--- config.mk ---
export PLATFORM = sky130hd
export DESIGN_NAME = mem_access_unit
export DESIGN_NICKNAME = d
export VERILOG_FILES = /design/src/rtl/mem_access_unit.sv
export SDC_FILE = /design/constraint.sdc
export NUM_CORES = 1
export LEC_CHECK = 0
export CORE_ASPECT_RATIO = 0.7
export CORE_MARGIN = 2
export CORE_UTILIZATION = 39
export CTS_BUF_LIST = sky130_fd_sc_hd__clkbuf_16
export CTS_CLUSTER_SIZE = 24
export DETAILED_ROUTE_END_ITERATION = 6
export PLACE_DENSITY = 0.81
export REMOVE_ABC_BUFFERS = 1
export SLEW_MARGIN = 20
export SYNTH_ARGS = -nofsm -noshare
export SYNTH_HDL_FRONTEND = slang
export SYNTH_SLANG_ARGS = --single-unit
export TNS_END_PERCENT = 30
--- constraint.sdc ---
create_clock -name clk -period 2.85 [get_ports clk]
set_input_delay 0.4275 -clock clk [delete_from_list [all_inputs] [get_ports clk]]
set_output_delay 0.4275 -clock clk [all_outputs]
set_load 0.005 [all_outputs]
--- src/rtl/mem_access_unit.sv ---
// Initiator-side controller for the single-port data RAM: validates one load/store
// request, drives the RAM pins for one cycle, then returns data and a fault flag.
module mem_access_unit #(
  parameter int unsigned DATA_LEN = 64,
  parameter int unsigned RAM_SIZE = 12,
  parameter int unsigned ADDR_LEN = 64
) (
  input  logic                clk,
  input  logic                rst_n,
  input  logic                req_valid_i,
  output logic                req_ready_o,
  input  logic                req_write_i,
  input  logic [ADDR_LEN-1:0] req_addr_i,
  input  logic [DATA_LEN-1:0] req_wdata_i,
  input  logic [2:0]          req_memwid_i,
  output logic                rsp_valid_o,
  input  logic                rsp_ready_i,
  output logic [DATA_LEN-1:0] rsp_rdata_o,
  output logic                rsp_fault_o,
  output logic [RAM_SIZE-1:0] ram_addr_o,
  output logic [1:0]          ram_access_mode_o,
  output logic [2:0]          ram_memwid_o,
  output logic [DATA_LEN-1:0] ram_data_o,
  input  logic [DATA_LEN-1:0] ram_data_i,
  input  logic                ram_illegal_i
);

  localparam logic [1:0] ModeNone  = 2'd0;
  localparam logic [1:0] ModeRead  = 2'd1;
  localparam logic [1:0] ModeWrite = 2'd2;

  typedef enum logic [1:0] {StIdle, StIssue, StCapt, StResp} state_e;

  state_e state_q;
  logic   write_q;
  logic   fault_q;
  logic   req_fault;

  // Requests that would misbehave in the RAM are rejected before it ever sees them.
  always_comb begin
    req_fault = 1'b0;
    if (req_addr_i[2:0] != 3'b000)                     req_fault = 1'b1;
    if (req_addr_i[ADDR_LEN-1:RAM_SIZE+3] != '0)       req_fault = 1'b1;
    if (req_memwid_i == 3'b111)                        req_fault = 1'b1;
    if (req_write_i && req_memwid_i[2])                req_fault = 1'b1;
  end

  always_ff @(posedge clk or negedge rst_n) begin
    if (!rst_n) begin
      state_q           <= StIdle;
      write_q           <= 1'b0;
      fault_q           <= 1'b0;
      req_ready_o       <= 1'b1;
      rsp_valid_o       <= 1'b0;
      rsp_rdata_o       <= '0;
      rsp_fault_o       <= 1'b0;
      ram_addr_o        <= '0;
      ram_access_mode_o <= ModeNone;
      ram_memwid_o      <= '0;
      ram_data_o        <= '0;
    end else begin
      unique case (state_q)
        StIdle: begin
          if (req_valid_i && req_ready_o) begin
            req_ready_o <= 1'b0;
            write_q     <= req_write_i;
            if (req_fault) begin
              state_q     <= StResp;
              rsp_valid_o <= 1'b1;
              rsp_fault_o <= 1'b1;
              rsp_rdata_o <= '0;
            end else begin
              state_q           <= StIssue;
              ram_addr_o        <= req_addr_i[RAM_SIZE+2:3];
              ram_memwid_o      <= req_memwid_i;
              ram_data_o        <= req_wdata_i;
              ram_access_mode_o <= req_write_i ? ModeWrite : ModeRead;
            end
          end
        end
        StIssue: begin
          // The RAM acts on this edge; its illegal flag is only meaningful now.
          fault_q           <= ram_illegal_i;
          ram_access_mode_o <= ModeNone;
          state_q           <= StCapt;
        end
        StCapt: begin
          rsp_rdata_o <= (!write_q && !fault_q) ? ram_data_i : '0;
          rsp_fault_o <= fault_q;
          rsp_valid_o <= 1'b1;
          state_q     <= StResp;
        end
        StResp: begin
          if (rsp_ready_i) begin
            rsp_valid_o <= 1'b0;
            req_ready_o <= 1'b1;
            state_q     <= StIdle;
          end
        end
        default: state_q <= StIdle;
      endcase
    end
  end

endmodule
Word level (Yosys, flattened, before mapping)
Index checks and enable logic that the tools add are counted.
- div/mod/pow operators: 0
- bitwise gates (word level): 1
- magnitude comparators: 0
- add/subtract/negate cells: 0
- equal/unequal tests: 8
- $mul: 0
- muxes and demuxes: 24
- reductions and logical operators: 19
- shift operators: 0
- operators by type and width (cell ; number):
    $mux 64 ; 3
    $pmux 64 s2 ; 1
    $reduce_bool 49->1 ; 1
    $mux 2 ; 6
    $reduce_and 3->1 ; 4
    $mux 1 ; 9
    $ne 2x2->1 const B ; 4
    $pmux 2 s4 ; 1
    $reduce_bool 2->1 ; 3
    $reduce_bool 3->1 ; 2
    $eq 2x2->1 const B ; 2
    $pmux 1 s2 ; 2
    $pmux 2 s2 ; 1
    $reduce_and 2->1 ; 2
    $reduce_and 4->1 ; 1
    $eq 3x3->1 const B ; 1
    $logic_and 1x1->1 ; 3
    $pmux 1 s3 ; 1
    $eq 2x1->1 const B ; 1
    $logic_not 1->1 ; 2
    $logic_not 2->1 ; 1
    $not 1->1 ; 1
- bits in read-only memories: 0
- logic and storage cells: 63
- RAM bits: 0
- output and inout bits: 148
- memories: 0
- latch bits: 0
- register bits: 152

Longest topological paths before layout
- word-level depth: 8
- depth in mapped cells: 9

Least setup slack after synthesis
Ideal clock, no wire load.
- kind: reg-to-reg
- from: reg state_q[0]
- to: reg ram_addr_o[0]
- required time: 2.723 ns
- setup time: 0.127 ns
- stages on the path, launching flop included: 10
- slack: 0.741 ns
- arrival: 1.981 ns
- path through: dfrtp_1 -> inv_1 -> ha_1 -> buf_2 -> and3_1 -> nand4_1 -> nor4_1 -> buf_2 -> buf_6 -> mux2_1
- cells in the longest elaborated chain, start to end: 2
- ends and longest elaborated chain (what ; line ; RTL):
    start, declared ; 34 ; state_e state_q;
    start signal, assigned ; 50 ; state_q <= StIdle;
    start signal, assigned ; 68 ; state_q <= StResp;
    start signal, assigned ; 73 ; state_q <= StIssue;
    $logic_not 2->1 ; 62 ; unique case (state_q)
    $reduce_and 3->1 (no line) ; - ;
    end signal, assigned ; 74 ; ram_addr_o <= req_addr_i[RAM_SIZE+2:3];
    end, declared ; 20 ; output logic [RAM_SIZE-1:0] ram_addr_o,
Every way passes these cells.
A chain may end at the register's enable or synchronous reset.

Final worst setup path
- from: in req_addr_i[1]
- to: reg ram_data_o[12]
- cells in the longest elaborated chain, start to end: 7
- ends and longest elaborated chain (what ; line ; RTL):
    start, declared ; 13 ; input logic [ADDR_LEN-1:0] req_addr_i,
    $reduce_bool 3->1 ; 42 ; if (req_addr_i[2:0] != 3'b000) req_fault = 1'b1;
    $mux 1 ; 42 ;
    $mux 1 ; 43 ; if (req_addr_i[ADDR_LEN-1:RAM_SIZE+3] != '0) req_fault = 1'b1;
    $mux 1 ; 44 ; if (req_memwid_i == 3'b111) req_fault = 1'b1;
    $mux 1 ; 45 ; if (req_write_i && req_memwid_i[2]) req_fault = 1'b1;
    $not 1->1 (no line) ; - ;
    $reduce_and 3->1 (no line) ; - ;
    end signal, assigned ; 76 ; ram_data_o <= req_wdata_i;
    end, declared ; 23 ; output logic [DATA_LEN-1:0] ram_data_o,
Every way passes these cells.

==> impl_metrics.ini <==
[status]
status = complete, no violations

[route]
final_antenna_net_count = 0
route.detailed.drc = 0
routed_wl_mm = 18.5
routedWlPerCell_um = 16.7
dr_total_vias = 5064
drtPass1Iterations = 4
drtIter0Drc = 223
viasPerCell = 4.57

[cts]
clock_path_buffers = 2
clock_latency_ps = 420
cts_root_buf = clkbuf_16
cts_resized = 0
post-cts-setup-buffers = 0
cts_tree = done
cts_sinks = 152
clkTransAtPathRegs_ps = 70
htree_levels = 4
cts_hold_repair.buffers = 0
cts_buffers = 17

[min_path]
hold_path_class = in2async

[power]
power_mw = 4.76
seq_power_share_pct = 45.3
internal_power_mw = 3.72
p_comb_share_pct = 7.1
p_per_area_nw_per_um2 = 439
ir_drop_v = 0.000330
power_leakage_nw = 4.64
power_switching_mw = 1.04
clockPowerShare_pct = 47.6
power_switching_share_pct = 21.9

[placed_design]
portBuffers = 348
hpwl_mm = 14.2
dp_slack_ps = 184
dp.cells = 1076
place_congestion = 0.793

[timing]
skew_ps = 10.0
setup_tns_ps = 0
final.setup.worst_slack_ps = 605
setup_viol = 0
timing.final.crit_period_ps = 2240
slew_headroom_pct = 60.8
max_freq_ghz = 0.446
max_slew.worst_pin.slew_ps = 588
rsz0062_at_grt = no
report.final.slew_viol_count = 0
fin_crit_sh_pct = 78.8
finalHoldViolCount = 0

[worst_setup_path]
worstRegToRegCells = 8
r2r_setup_slack_ps = 710
r2r_end = ram_data_o[12]
cpPeakStageDelay_ps = 400
start_kind = primary input
worstSetupEndpointType = flop
cp.required_ps = 3140
critPathTopFamily = simple AND/OR/NAND/NOR gates
critical_path_buf_inv_count = 3
r2r_start = state_q[1]
crit_chain = clkdlybuf4s50_1 -> nor4_1 -> nand4_1 -> nor4_2 -> buf_4 -> buf_12 -> mux2_1
worstPathMaxFanout = 37
worstSetupPathType = in2reg
cp_slowest_cell = clkdlybuf4s50_1
arrival_ps = 2540

[floorplanning]
std_cell_rows = 39
initial_core_util_pct = 39.7
io_pins = 349
core_sq_um = 16200
fp.dieH_um = 112
dieArea_sq_um = 17600
die_w_um = 158

[global_routing]
grt_start_max_net_pins = 65
grt_pass1_wl_mm = 28.8
overflow = 0
grt_usage_pct = 21.5
grt_pass1_vias = 5390
antenna_found_initial = 0

[cells_and_area]
layout_commonest_cell = clkdlybuf4s50_1
area_growth_pct = 68.2
nNetsFinal = 1076
antennaDiodeCount = 0
layout_common_cells = clkdlybuf4s50_1 (347), dfrtp_1 (151), mux2_1 (73)
layoutNonFillerInstCount = 1108
drive_gt1_share_pct = 7.02
fin_util_pct = 66.7

[synth]
syn_area_per_cell_sq_um = 12.6
ys_ff_latch = 152
synth_area_leader_cell = dfrtp_1
synth_area_leaders = dfrtp_1 (59%), mux2_1 (13%), mux2i_1 (10%)
yosys.area.top_type_share_pct = 58.6
seq_area_frac_synth_pct = 59.0
yosysWarnings = 0
syn-cell-area_sq_um = 6440
synthDistinctLibCells = 29
syn_inst = 511

[flow_run]
drv_cap = 0
-- sequential cells by signal (all words and copies together), names as in the netlist --
| register | flops |
|---|---|
| ram_addr_o | 12 |
| rsp_rdata_o | 64 |
| state_q | 2 |
| ram_data_o | 64 |
| write_q | 1 |
| rsp_fault_o | 1 |
| ram_access_mode_o | 2 |
| ram_memwid_o | 3 |
| fault_q | 1 |
| rsp_valid_o | 1 |
| req_ready_o | 1 |
-- how the worst max path moves through the flow --
stage               depth (start not counted)             end  slack (ps)      startpoint
finish                                      7  ram_data_o[12]         610   req_addr_i[1]
global placement                            7   ram_addr_o[9]         190  req_addr_i[18]
detailed placement                          7   ram_addr_o[2]         180  req_addr_i[60]
floorplan                                   6  ram_addr_o[10]       -7490      state_q[0]
global route                                7  ram_data_o[49]         470  req_addr_i[60]
CTS                                         7  ram_data_o[46]         610   req_addr_i[1]
-- layer usage --
metal,GRT usage [%],share of wire [%]
met5,0,0
met3,7.32,8.4
met1,24.8,39
met2,36.8,50
met4,7.94,2.7
-- power by group through the flow --
stage | Sequential (mW) | Clock [mW] | Combinational (mW)
2_1_floorplan | 2.20 | 0 | 0.00759
3_3_place_gp | 2.20 | 0 | 0.338
3_5_place_dp | 2.20 | 0 | 0.341
4_1_cts | 2.16 | 2.32 | 0.343
5_1_grt | 2.16 | 2.43 | 0.365
6_report | 2.16 | 2.27 | 0.337
-- logic make-up after synthesis --
group | Yosys count | share of synthesized area (%)
adders and majority gates | 5 | 0.971
muxes | 146 | 24.2
AOI/OAI and AO/OA | 20 | 1.86
and+or+nand+nor | 94 | 6.83
DFF | 152 | 59.0
buffers and inverters | 94 | 7.07
-- through the flow --
stage | hold slack [ps] | instance area (sq um)
after floorplan | 132 | 6260
after global placement | 462 | 10200
after detailed placement | 461 | 10200
after CTS | 7.99 | 10800
after global routing | 30.9 | 10800
final | 1.14 | 10800
-- synthesized netlist by cell type --
master	instances
dfrtp_1	151
mux2_1	73
inv_1	70
nand2_1	69
mux2i_1	66
buf_6	13
nor4_1	11
mux2_2	7
o21ai_0	7
clkbuf_1	6
ha_1	5
a21oi_1	4
buf_2	4
o22ai_1	4
nand4_1	3
nor4_2	3
nand3_1	2
nor2_1	2
a22oi_1	1
a2bb2oi_1	1
a311oi_1	1
and3_1	1
dfstp_2	1
inv_2	1
nor2b_1	1
nor3_1	1
nor4_4	1
o211ai_1	1
o21bai_1	1
-- final cells by class --
type / instances / area (sq um)
clock inverters: 15 / 168
inverters: 71 / 267
well taps: 225 / 282
multi-input cells: 265 / 2210
clock buffers: 17 / 425
flip-flops and latches: 152 / 3800
repair buffers: 363 / 3680
fillers: 1243 / 5410
(Power assumes the default switching activity.)
